==> config.mk <==
export PLATFORM = sky130hd
export DESIGN_NAME = z80_bank_mapper_flat
export DESIGN_NICKNAME = d
export VERILOG_FILES = /design/src/rtl/z80_bank_mapper_if.sv /design/src/rtl/z80_bank_mapper.sv /design/src/flat_wrapper.sv
export SDC_FILE = /design/constraint.sdc
export NUM_CORES = 1
export LEC_CHECK = 0
export ABC_AREA = 1
export ABC_CLOCK_PERIOD_IN_PS = 3180
export CORE_MARGIN = 1
export CORE_UTILIZATION = 39
export CTS_CLUSTER_DIAMETER = 120
export CTS_CLUSTER_SIZE = 25
export DETAILED_ROUTE_END_ITERATION = 6
export GPL_TIMING_DRIVEN = 0
export MAX_ROUTING_LAYER = met4
export PLACE_DENSITY = 0.92
export SLEW_MARGIN = 25
export SYNTH_ARGS = -nofsm -noshare
export SYNTH_HDL_FRONTEND = slang
export SYNTH_SLANG_ARGS = --single-unit
export TNS_END_PERCENT = 1
==> constraint.sdc <==
create_clock -name clk -period 3.18 [get_ports clk]
set_clock_uncertainty 0.05 [all_clocks]
set_input_delay 0.636 -clock clk [delete_from_list [all_inputs] [get_ports clk]]
set_output_delay 0.636 -clock clk [all_outputs]
set_load 0.02 [all_outputs]
==> src/rtl/z80_bank_mapper_if.sv <==
// Z80 bus bundles for the bank mapper: master-driven
// strobes/address/data and slave-driven readback/wait.
interface z80_master_bus;
  logic [15:0] addr;
  logic [7:0]  dmaster;
  logic        mreq_n;
  logic        iorq_n;
  logic        rd_n;
  logic        wr_n;
  logic        m1_n;

  modport master (
    output addr,
    output dmaster,
    output mreq_n,
    output iorq_n,
    output rd_n,
    output wr_n,
    output m1_n
  );

  modport slave (
    input addr,
    input dmaster,
    input mreq_n,
    input iorq_n,
    input rd_n,
    input wr_n,
    input m1_n
  );
endinterface

interface z80_slave_bus;
  logic [7:0] dslave;
  logic       mwait;

  modport master (
    input dslave,
    input mwait
  );

  modport slave (
    output dslave,
    output mwait
  );
endinterface

==> src/rtl/z80_bank_mapper.sv <==
// Bank port, ROM window enable and wait-state stretcher for the banked ROM.
// Optional Z80BANK_DEFER_EN: bank switch deferred to the next M1 fetch.
module z80_bank_mapper #(
  parameter int          BANK_W      = 4,
  parameter logic [7:0]  PORT_ADDR   = 8'h1F,
  parameter int          RESET_BANK  = 0,
  parameter logic [1:0]  WIN_SEL     = 2'b01,
  parameter int          WAIT_CYCLES = 1
) (
  input  logic              clk,
  input  logic              rst_n,
  z80_master_bus.slave      ibus,
  z80_slave_bus.slave       obus,
  output logic [BANK_W-1:0] banksel,
  output logic              rom_ena,
  output logic              io_hit
);

  localparam logic [BANK_W-1:0] RST_BANK =
    BANK_W'(RESET_BANK);
  localparam logic [3:0] CNT_LOAD =
    4'((WAIT_CYCLES > 0) ? WAIT_CYCLES - 1 : 0);

  typedef enum logic [1:0] {
    IDLE,
    WAIT,
    HOLD
  } state_t;

  state_t      state;
  logic [3:0]  cnt;
  logic        mwait_q;
  logic        port_hit;
  logic        wr_stb;
  logic        wr_q;
  logic        commit;
  logic        m1_cyc;
  logic        unused_bits;

  assign unused_bits = ^{ibus.addr, ibus.dmaster};

  // m1_n gate keeps interrupt acknowledge off the port
  assign port_hit = (ibus.addr[7:0] == PORT_ADDR)
                  && !ibus.iorq_n && ibus.m1_n;

  assign wr_stb = port_hit && !ibus.wr_n;
  assign io_hit = port_hit && !ibus.rd_n;
  assign commit = wr_stb && !wr_q;
  assign m1_cyc = !ibus.m1_n && !ibus.mreq_n;

  assign rom_ena = !ibus.mreq_n && !ibus.rd_n
                 && (ibus.addr[15:14] == WIN_SEL);

  always_comb begin
    obus.dslave = 8'h00;
    unique case (1'b1)
      io_hit:  obus.dslave = 8'(banksel);
      default: obus.dslave = 8'h00;
    endcase
  end

  assign obus.mwait = mwait_q;

  always_ff @(posedge clk or negedge rst_n) begin
    if (!rst_n) begin
      wr_q <= 1'b0;
    end else begin
      wr_q <= wr_stb;
    end
  end

`ifdef Z80BANK_DEFER_EN
  logic [BANK_W-1:0] pending;
  logic              pend_flag;

  always_ff @(posedge clk or negedge rst_n) begin
    if (!rst_n) begin
      pending   <= RST_BANK;
      pend_flag <= 1'b0;
      banksel   <= RST_BANK;
    end else begin
      if (commit) begin
        pending   <= ibus.dmaster[BANK_W-1:0];
        pend_flag <= 1'b1;
      end else if (pend_flag && m1_cyc) begin
        banksel   <= pending;
        pend_flag <= 1'b0;
      end
    end
  end
`else
  logic unused_m1;

  assign unused_m1 = m1_cyc;

  always_ff @(posedge clk or negedge rst_n) begin
    if (!rst_n) begin
      banksel <= RST_BANK;
    end else if (commit) begin
      banksel <= ibus.dmaster[BANK_W-1:0];
    end
  end
`endif

  // mwait is registered so it drops one clock after rom_ena
  always_ff @(posedge clk or negedge rst_n) begin
    if (!rst_n) begin
      state   <= IDLE;
      cnt     <= 4'd0;
      mwait_q <= 1'b1;
    end else begin
      unique case (state)
        IDLE: begin
          if (rom_ena) begin
            if (WAIT_CYCLES == 0) begin
              state <= HOLD;
            end else begin
              state   <= WAIT;
              cnt     <= CNT_LOAD;
              mwait_q <= 1'b0;
            end
          end
        end
        WAIT: begin
          if (ibus.mreq_n) begin
            state   <= IDLE;
            mwait_q <= 1'b1;
          end else if (cnt == 4'd0) begin
            state   <= HOLD;
            mwait_q <= 1'b1;
          end else begin
            cnt <= cnt - 4'd1;
          end
        end
        HOLD: begin
          if (ibus.mreq_n) begin
            state <= IDLE;
          end
        end
        default: begin
          state   <= IDLE;
          mwait_q <= 1'b1;
        end
      endcase
    end
  end

endmodule
==> src/flat_wrapper.sv <==
// flat-port wrapper written by rule: the top's interface ports become plain ports
module z80_bank_mapper_flat 
#(
  parameter int          BANK_W      = 4,
  parameter logic [7:0]  PORT_ADDR   = 8'h1F,
  parameter int          RESET_BANK  = 0,
  parameter logic [1:0]  WIN_SEL     = 2'b01,
  parameter int          WAIT_CYCLES = 1
)
  (clk, rst_n, banksel, rom_ena, io_hit, ibus_addr, ibus_dmaster, ibus_mreq_n, ibus_iorq_n, ibus_rd_n, ibus_wr_n, ibus_m1_n, obus_dslave, obus_mwait);
  z80_master_bus ibus_i ();
  z80_slave_bus obus_i ();
  input  logic clk;
  input  logic rst_n;
  output logic [BANK_W-1:0] banksel;
  output logic rom_ena;
  output logic io_hit;
  input wire logic [$bits(ibus_i.addr)-1:0] ibus_addr;
  input wire logic [$bits(ibus_i.dmaster)-1:0] ibus_dmaster;
  input wire logic [$bits(ibus_i.mreq_n)-1:0] ibus_mreq_n;
  input wire logic [$bits(ibus_i.iorq_n)-1:0] ibus_iorq_n;
  input wire logic [$bits(ibus_i.rd_n)-1:0] ibus_rd_n;
  input wire logic [$bits(ibus_i.wr_n)-1:0] ibus_wr_n;
  input wire logic [$bits(ibus_i.m1_n)-1:0] ibus_m1_n;
  output wire logic [$bits(obus_i.dslave)-1:0] obus_dslave;
  output wire logic [$bits(obus_i.mwait)-1:0] obus_mwait;
  assign ibus_i.addr = ibus_addr;
  assign ibus_i.dmaster = ibus_dmaster;
  assign ibus_i.mreq_n = ibus_mreq_n;
  assign ibus_i.iorq_n = ibus_iorq_n;
  assign ibus_i.rd_n = ibus_rd_n;
  assign ibus_i.wr_n = ibus_wr_n;
  assign ibus_i.m1_n = ibus_m1_n;
  assign obus_dslave = obus_i.dslave;
  assign obus_mwait = obus_i.mwait;
  z80_bank_mapper #(.BANK_W(BANK_W), .PORT_ADDR(PORT_ADDR), .RESET_BANK(RESET_BANK), .WIN_SEL(WIN_SEL), .WAIT_CYCLES(WAIT_CYCLES)) u_core (.clk(clk), .rst_n(rst_n), .ibus(ibus_i), .obus(obus_i), .banksel(banksel), .rom_ena(rom_ena), .io_hit(io_hit));
endmodule
* Word-level counts from Yosys, hierarchy flattened
Index checks and enable logic that the tools add are counted.
Storage, ports and cells: logic and storage cells 48, bits of input ports 31, flip-flop bits (word level) 12, output and inout bits 15
Cells by class: add/subtract/negate cells 1, equality and inequality tests 9, multiplexer cells 14, bitwise logic cells 1, reduce and logical (&&, ||, !) cells 18
Operators by type and width (number):
- $mux 4 | 4
- $eq 8x5->1 const B | 1
- $mux 2 | 4
- $ne 2x2->1 const B | 4
- $pmux 4 s2 | 1
- $logic_and 1x1->1 | 7
- $pmux 2 s3 | 1
- $reduce_and 3->1 | 2
- $logic_not 1->1 | 5
- $eq 2x1->1 const B | 2
- $logic_not 4->1 | 1
- $reduce_and 4->1 | 1
- $sub 4x1->4 const B | 1
- $mux 1 | 3
- $ne 3x2->1 const B | 1
- $pmux 1 s3 | 1
- $eq 2x2->1 const B | 1
- $logic_not 2->1 | 1
- $reduce_bool 2->1 | 1
- $not 1->1 | 1

* Depth between registers and ports, before layout
Gate-level depths: netlist (run 1).
depth in word-level cells 5, mapped depth 7, mapped depth without buffers 7

* Worst setup path before layout (run 1)
No wires, ideal clock.
kind input port to output port, start in ibus_addr[0], end out obus_dslave[0], setup slack 1.193 ns, path buffers 0, data arrival time 1.301 ns, required time 2.494 ns, stages 6, path through nand2_1 nor2_2 nand2_2 nor2_8 nand2_4 nor2_2
On the way: longest elaborated chain between the ends 5
RTL lines:
- start: declaration | RTL line flat_wrapper.sv:18 | input wire logic [$bits(ibus_i.addr)-1:0] ibus_addr;
- $eq 8x5->1 | RTL line z80_bank_mapper.sv:43 | assign port_hit = (ibus.addr[7:0] == PORT_ADDR)
- $logic_and 1x1->1 (2 in a row) | RTL line z80_bank_mapper.sv:44 | && !ibus.iorq_n && ibus.m1_n;
- $logic_and 1x1->1 | RTL line z80_bank_mapper.sv:47 | assign io_hit = port_hit && !ibus.rd_n;
- $mux 4 | RTL line z80_bank_mapper.sv:56 | unique case (1'b1)
- end: declaration | RTL line flat_wrapper.sv:25 | output wire logic [$bits(obus_i.dslave)-1:0] obus_dslave;
Every way passes these cells.

* Worst setup path in the final report (run 1)
start in ibus_addr[0], end out obus_dslave[3]
The elaborated chain is that of the path after synthesis.

==> results of run 1 <==
## state kept, by name, indices dropped and copies added, names as in the netlist
| signal | count |
|---|---|
| u_core.wr_q | 1 |
| u_core.cnt | 4 |
| u_core.state | 2 |
| u_core.obus.mwait | 1 |
| u_core.banksel | 4 |
## area by class of cell
cell class | instances | area share
inverter | 21 | 0.0696
tap | 25 | 0.0276
multi-input combinational | 55 | 0.304
timing repair buffer | 31 | 0.274
clock buffer | 4 | 0.0320
buffer | 4 | 0.0265
sequential | 12 | 0.266
## worst max-delay path: stages
cell	delay (ns)
sky130_fd_sc_hd__clkdlybuf4s50_1	0.46
sky130_fd_sc_hd__nand2_1	0.06
sky130_fd_sc_hd__nor2_2	0.11
sky130_fd_sc_hd__nand2_2	0.09
sky130_fd_sc_hd__nor2_8	0.15
sky130_fd_sc_hd__nand2_4	0.09
sky130_fd_sc_hd__nor2_2	0.08
sky130_fd_sc_hd__clkdlybuf4s50_1	0.61
## cell usage in the layout (no fill, tap or decap), types with 2 or more instances in the layout
| master | netlist | layout |
|---|---|---|
| sky130_fd_sc_hd__nor2_1 | 3 | 3 |
| sky130_fd_sc_hd__o22ai_1 | 3 | 3 |
| sky130_fd_sc_hd__nand4_1 | 5 | 5 |
| sky130_fd_sc_hd__nand2_1 | 14 | 14 |
| sky130_fd_sc_hd__nand3_4 | 2 | 2 |
| sky130_fd_sc_hd__clkdlybuf4s50_1 | 0 | 31 |
| sky130_fd_sc_hd__nor2_2 | 6 | 6 |
| sky130_fd_sc_hd__inv_1 | 20 | 20 |
| sky130_fd_sc_hd__nand3_1 | 5 | 5 |
| sky130_fd_sc_hd__clkbuf_4 | 0 | 3 |
| sky130_fd_sc_hd__nand2_4 | 2 | 2 |
| sky130_fd_sc_hd__dfrtp_1 | 11 | 11 |
| sky130_fd_sc_hd__nand2_2 | 2 | 2 |
| sky130_fd_sc_hd__buf_4 | 4 | 4 |
| sky130_fd_sc_hd__conb_1 | 1 | 4 |
## logic make-up (layout without fill, tap and decap cells)
group / after synthesis / count (layout)
simple gates: 43 / 43
buf+inv: 25 / 60
flops: 12 / 12
compound gates: 5 / 5
xor+xnor: 2 / 2
fa+ha+maj: 1 / 1
other cells: 1 / 4
## routing by layer
layer	wire length [µm]	up-vias
li1	-	343
met1	626	307
met2	748	27
met3	92	3
met4	17	0
met5	0	-
## power by group through the flow
stage,clock (W),sequential (W),combinational [W]
finish,0.000116,0.000204,0.000182
global route,0.000125,0.000208,0.000206
CTS,0.000117,0.000204,0.000185
detailed placement,0,0.000207,0.000184
global placement,0,0.000205,0.000174
floorplan,0,0.000212,0.000113
## how the worst max path moves through the flow
stage / start / to / slack, ns / cells past startpoint
after floorplan: ibus_addr[0] / obus_dslave[0] / 1.19 / 6
after global placement: ibus_addr[0] / obus_dslave[1] / 0.22 / 8
after detailed placement: ibus_addr[0] / obus_dslave[3] / 0.19 / 8
after CTS: ibus_addr[0] / obus_dslave[3] / 0.19 / 8
after global routing: ibus_addr[0] / obus_dslave[2] / 0.09 / 8
final: ibus_addr[0] / obus_dslave[3] / 0.20 / 8
## stage by stage
stage	area [µm²]	total power [W]	util	setup slack, ns
floorplan	754	0.000326	-	1.19
global placement	1100	0.000379	0.621	0.220
detailed placement	1100	0.000391	0.621	0.191
CTS	1130	0.000506	0.642	0.194
global route	1130	0.000539	0.642	0.0896
finish	1130	0.000502	0.642	0.195
==> impl_metrics.ini, run 1 <==
[run_status]
outcome = finished clean

[worst_hold_path]
holdPathStages = 1
min_path_type = flop to flop
holdPathEnd = u_core.cnt[0]
timing.hold.worst.start = u_core.cnt[0]

[finish]
drive_gt1_frac = 0.197
final_cell_count_no_fill = 152
area.growth.synth_to_final_pct = 52.4
final_net_count = 160
num-fill-cells = 145
register_area_um2 = 302
number_of_antenna_cells_inserted = 0
multi_input_comb_area_um2 = 344

[power]
pwr-share-comb = 0.363
power_per_cell_area_nw_per_um2 = 444
clockPowerShare = 0.231
netSwitchingFraction = 0.313
power_frac_seq = 0.407
static-leakage-power_nw = 0.559
power.net_switching_w = 0.000157
intPower_w = 0.000345
peak_supply_drop_mv = 0.257

[clock_tree]
cts_hold_repair.buffers = 0
cts.clk_slew.worst_paths_ns = 0.07
cts_max_level = 1
cts_inserted_buffers = 3
insertion_delay_ns = 0.26
postCtsSetupBuffers = 0
tritoncts_clock_tree = built
clock_tree.buffer_depth = 2
cts_sinks = 12
post_cts.resized_instances = 0
root_buf_cell = sky130_fd_sc_hd__clkbuf_4

[timing]
max_clock_freq_mhz = 335
maxSlewHeadroom = 0.663
max_slew.worst_pin.slew_ns = 0.505
setup_viol_count_final = 0
maxSlewViolCount = 0
fin_tns_setup_ns = 0
period_needed_ns = 2.98
hold_fails_final_rpt = 0
final.hold.worst_slack_ns = 0.419
ratio_of_final_minimum_period_to_clock_period = 0.939
grt_setup_unrepaired = false

[yosys]
postSynthRegisterBits = 12
synth_simple_gate_area_share = 0.364
synthTopCellsByCount = 20 x sky130_fd_sc_hd__inv_1, 14 x sky130_fd_sc_hd__nand2_1, 11 x sky130_fd_sc_hd__dfrtp_1
commonest_register_cell_after_synthesis = sky130_fd_sc_hd__dfrtp_1
synth-adder-area-share = 0.0168
synth_area_leader_cell = sky130_fd_sc_hd__dfrtp_1
netlist_top_cells_area = sky130_fd_sc_hd__dfrtp_1 37%, sky130_fd_sc_hd__inv_1 10%, sky130_fd_sc_hd__nand2_1 7.1%
yosys.cell_types.count = 24
yosysSeqAreaShare = 0.406
synth-edff-count = 0
synth-compound-area-share = 0.0387
yosys_warnings = 0
yosysMostFrequentCell = sky130_fd_sc_hd__inv_1
synthMuxAreaShare = 0
avgSynthCellArea_um2 = 8.35
xor_xnor_cell_area_share_of_the_yosys_netlist = 0.0236
portion_of_synthesized_cell_area_occupied_by_the_leading_cell_type = 0.370
largest_family_of_logic_cells_by_synthesized_area = simple AND/OR/NAND/NOR gates
mappedNetlistArea_um2 = 743
post_synth_inst_count = 89
ys_async_sr_fraction = 1.00

[grt]
initial_antenna_violation_count = 0
first_global_vias = 736
use_met1 = 0.192
globalRoute.busiestLayer = met2
grt_util_met2 = 0.343
grt_util_all_layers = 0.193
grt_start_max_net_pins = 13
grt_pass1_wl_mm = 2.75
grt.overflow.total = 0
met3_usage = 0.0437

[flow_run]
max_capacitance_violation_count = 0

[route]
detail_route.drc_violations = 0
wl_per_cell_um = 9.77
firstDrtPassIters = 4
vias_cell = 4.47
drt-initial-drc-count = 5
wirelength_mm = 1.49
ant_nets = 0
routed-via-count = 680

[placed_design]
detailed_place_hpwl_mm = 1.30
routabilityCongestion = 0.773
io_buffers = 31
place_inst = 148

[critical_path]
cp.required_ns = 2.49
setup.reg_to_reg.worst_slack_ns = 1.86
reg2reg_from = u_core.cnt[0]
worstPathMaxFanout = 6
number_of_cells_on_the_worst_reg_to_reg_path = 7
worstPathArrival_ns = 2.30
critical_path_capture_point_type = primary output
crit-reg2reg-capture = u_core.cnt[0]
setup.worst_path.start_class = input port
timing.setup.critical_path_class = input port to primary output

[die]
die-width_um = 45.7
pin_count = 46
floorplan.initialDensity = 0.421
die_area_um2 = 2080
rows = 15
design.core.area_um2 = 1760
fp.dieH_um = 45.7
No activity file was read; power rests on OpenSTA's default activity.
==> run 2, diff against run 1 <==
- ABC_AREA: 1 -> unset
- ABC_CLOCK_PERIOD_IN_PS: 3180 -> 2950
- CORE_UTILIZATION: 39 -> 33
- PLACE_DENSITY: 0.92 -> 0.85
- clock period: 3.18 -> 2.95 ns (I/O delays scaled with it)
==> run 2 against run 1 <==
Net effect: wire length is 4.7% lower; count of clock-buffer cells in the layout unchanged; sequential power is 11% higher; via count is 19% lower; clock power rose by 9%; synthesized cell count fell by 36%; critical path depth is 3 lower; die area grew 1.8%; critical path type unchanged; largest cell class is now non-clock buffers.
==> impl_metrics.ini, run 2 <==
[run_status]
outcome = finished clean

[yosys]
postSynthRegisterBits = 12
ys_async_sr_fraction = 1.00
xor_xnor_cell_area_share_of_the_yosys_netlist = 0.0137
mappedNetlistArea_um2 = 641
synth_area_leader_cell = sky130_fd_sc_hd__dfrtp_1
synth-adder-area-share = 0.0195
avgSynthCellArea_um2 = 11.2
synthTopCellsByCount = 11 x sky130_fd_sc_hd__dfrtp_1, 5 x sky130_fd_sc_hd__inv_1, 4 x sky130_fd_sc_hd__and2_1, 4 x sky130_fd_sc_hd__buf_4, 4 x sky130_fd_sc_hd__mux2_2
netlist_top_cells_area = sky130_fd_sc_hd__dfrtp_1 43%, sky130_fd_sc_hd__mux2_2 7.0%, sky130_fd_sc_hd__buf_4 4.7%
synth-edff-count = 0
synth_simple_gate_area_share = 0.248
commonest_register_cell_after_synthesis = sky130_fd_sc_hd__dfrtp_1
post_synth_inst_count = 57
yosysSeqAreaShare = 0.471
yosys_warnings = 0
yosys.cell_types.count = 31
portion_of_synthesized_cell_area_occupied_by_the_leading_cell_type = 0.430
yosysMostFrequentCell = sky130_fd_sc_hd__dfrtp_1
synthMuxAreaShare = 0.0859
synth-compound-area-share = 0.0801
largest_family_of_logic_cells_by_synthesized_area = simple AND/OR/NAND/NOR gates

[placed_design]
routabilityCongestion = 0.800
placement.cell_area_um2 = 993
io_buffers = 31
detailed_place_hpwl_mm = 1.18

[timing]
max_clock_freq_mhz = 347
hold_fails_final_rpt = 0
maxSlewHeadroom = 0.644
period_needed_ns = 2.88
setup_viol_count_final = 0
maxSlewViolCount = 0
grt_setup_unrepaired = false
max_slew.worst_pin.slew_ns = 0.532
ratio_of_final_minimum_period_to_clock_period = 0.978

[route]
detail_route.drc_violations = 0
wirelength_mm = 1.42
drt-initial-drc-count = 2
firstDrtPassIters = 4
routed-via-count = 552
vias_cell = 4.60
ant_nets = 0
wl_per_cell_um = 11.8

[grt]
first_global_vias = 503
grt_util_all_layers = 0.146
grt_pass1_wl_mm = 2.13
grt.overflow.total = 0
grt_start_max_net_pins = 13
initial_antenna_violation_count = 0

[power]
static-leakage-power_nw = 0.454
peak_supply_drop_mv = 0.361
finalPower_w = 0.000539
power_per_cell_area_nw_per_um2 = 519

[finish]
postLayoutCellArea_um2 = 1040
drive_gt1_frac = 0.211
biggest_regs = u_core.banksel x4, u_core.cnt x4, u_core.state x2
layout.cells.most_common = sky130_fd_sc_hd__clkdlybuf4s50_1
layout.cells.most_common_list = 26 x sky130_fd_sc_hd__clkdlybuf4s50_1, 11 x sky130_fd_sc_hd__dfrtp_1, 5 x sky130_fd_sc_hd__inv_1
number_of_antenna_cells_inserted = 0
num-fill-cells = 173
final_net_count = 128
area.growth.synth_to_final_pct = 62.1
register_area_um2 = 302
multi_input_comb_area_um2 = 317

[die]
rows = 15
die_area_um2 = 2120
pin_count = 46
fp.dieH_um = 46.1
floorplan.initialDensity = 0.363
die-width_um = 46.1
design.core.area_um2 = 1760

[clock_tree]
cts_sinks = 12
postCtsSetupBuffers = 0
cts_inserted_buffers = 3
cts.clk_slew.worst_paths_ns = 0.07
clock_tree.buffer_depth = 2
cts_hold_repair.buffers = 0
insertion_delay_ns = 0.27
cts_max_level = 1
tritoncts_clock_tree = built
root_buf_cell = sky130_fd_sc_hd__clkbuf_4

[critical_path]
critical_path_capture_point_type = primary output
timing.setup.critical_path_class = input port to primary output
worstPathArrival_ns = 2.24
worstPathMaxFanout = 5
cp.required_ns = 2.31
setup.worst_path.start_class = input port

[flow_run]
max_capacitance_violation_count = 0

[worst_hold_path]
min_path_type = flop to flop
## run 2: changes by cell type in the layout (fill, tap and decap cells not counted), moves of 2 or more
cell                              change
sky130_fd_sc_hd__nand2_4              -2
sky130_fd_sc_hd__nand4_1              -5
sky130_fd_sc_hd__clkdlybuf4s50_1      -5
sky130_fd_sc_hd__and2_1               +4
sky130_fd_sc_hd__nand3_1              -4
sky130_fd_sc_hd__inv_1               -15
sky130_fd_sc_hd__mux2_2               +4
sky130_fd_sc_hd__nand3_4              -2
sky130_fd_sc_hd__nand2_1             -12
sky130_fd_sc_hd__nor2_2               -6
sky130_fd_sc_hd__clkdlybuf4s15_1      +3
sky130_fd_sc_hd__nand2_2              -2
## run 2: metal layers
metal	routed length, µm	track usage	up-vias
met1	627	0.165	249
met4	0	0.0176	0
met3	129	0.0588	0
met2	658	0.248	29
li1	-	-	274
met5	0	-	-
## run 2: power by group
part / total, W / switching [W] / internal (W)
Sequential: 0.000226 / 0.0000254 / 0.000201
Clock: 0.000127 / 0.0000526 / 0.0000749
Combinational: 0.000185 / 0.0000879 / 0.0000973
Total: 0.000539 / 0.000166 / 0.000373
## run 2: per-stage QoR
stage	std cells	TNS, ns	utilization	worst slack [ns]	hold slack [ns]
2_1_floorplan	60	0	-	0.327	0.244
3_3_place_gp	116	-1.45	0.563	-0.310	0.438
3_5_place_dp	116	-1.61	0.563	-0.354	0.460
4_1_cts	120	0	0.589	0.00450	0.469
5_1_grt	120	0	0.589	0.0175	0.506
6_report	120	0	0.589	0.0654	0.486
## run 2: kinds of logic after synthesis
kind of cell,Yosys count
buffers and inverters,9
multiplexers,5
adder cells (fa/ha/maj),1
AO/OA/AOI/OAI,7
flip-flops,12
AND/OR/NAND/NOR,21
XOR/XNOR,1
other,1
## run 2: layout make-up
cell class                 instances  share of cell area
timing repair buffer              31               0.293
tap                               25              0.0301
multi-input combinational         39               0.305
clock buffer                       4              0.0349
buffer                             4              0.0289
sequential                        12               0.290
inverter                           5              0.0181
## run 2: timing repair
action / 4_1_cts / 5_1_grt
gates resized for setup: 7 / 5
setup endpoints to repair: 6 / 4
cloned: 0 / 0
pin swaps: 0 / 0
## run 2: worst paths after layout
kind	from	to	slack (ns)	cells after the start
setup / recovery	ibus_addr[7]	obus_dslave[3]	0.07	5
hold / removal	u_core.banksel[0]	u_core.banksel[0]	0.49	1
setup reg to reg	u_core.state[1]	u_core.cnt[2]	1.22	3
hold reg to reg	u_core.banksel[0]	u_core.banksel[0]	0.49	1
max in group asynchronous	rst_n	u_core.obus.mwait	1.87	1
min in group asynchronous	rst_n	u_core.wr_q	0.62	1
## run 2: critical path: stages
cell and delay [ns]:
sky130_fd_sc_hd__clkdlybuf4s50_1 0.40, sky130_fd_sc_hd__or4b_4 0.58, sky130_fd_sc_hd__nor4_4 0.21, sky130_fd_sc_hd__and2_1 0.17, sky130_fd_sc_hd__clkdlybuf4s15_1 0.29
==> run 3, diff against run 2 <==
- SLEW_MARGIN: 25 -> 20
==> results of run 3 <==
Final layout, timing and power as in run 2 (identical DEF).
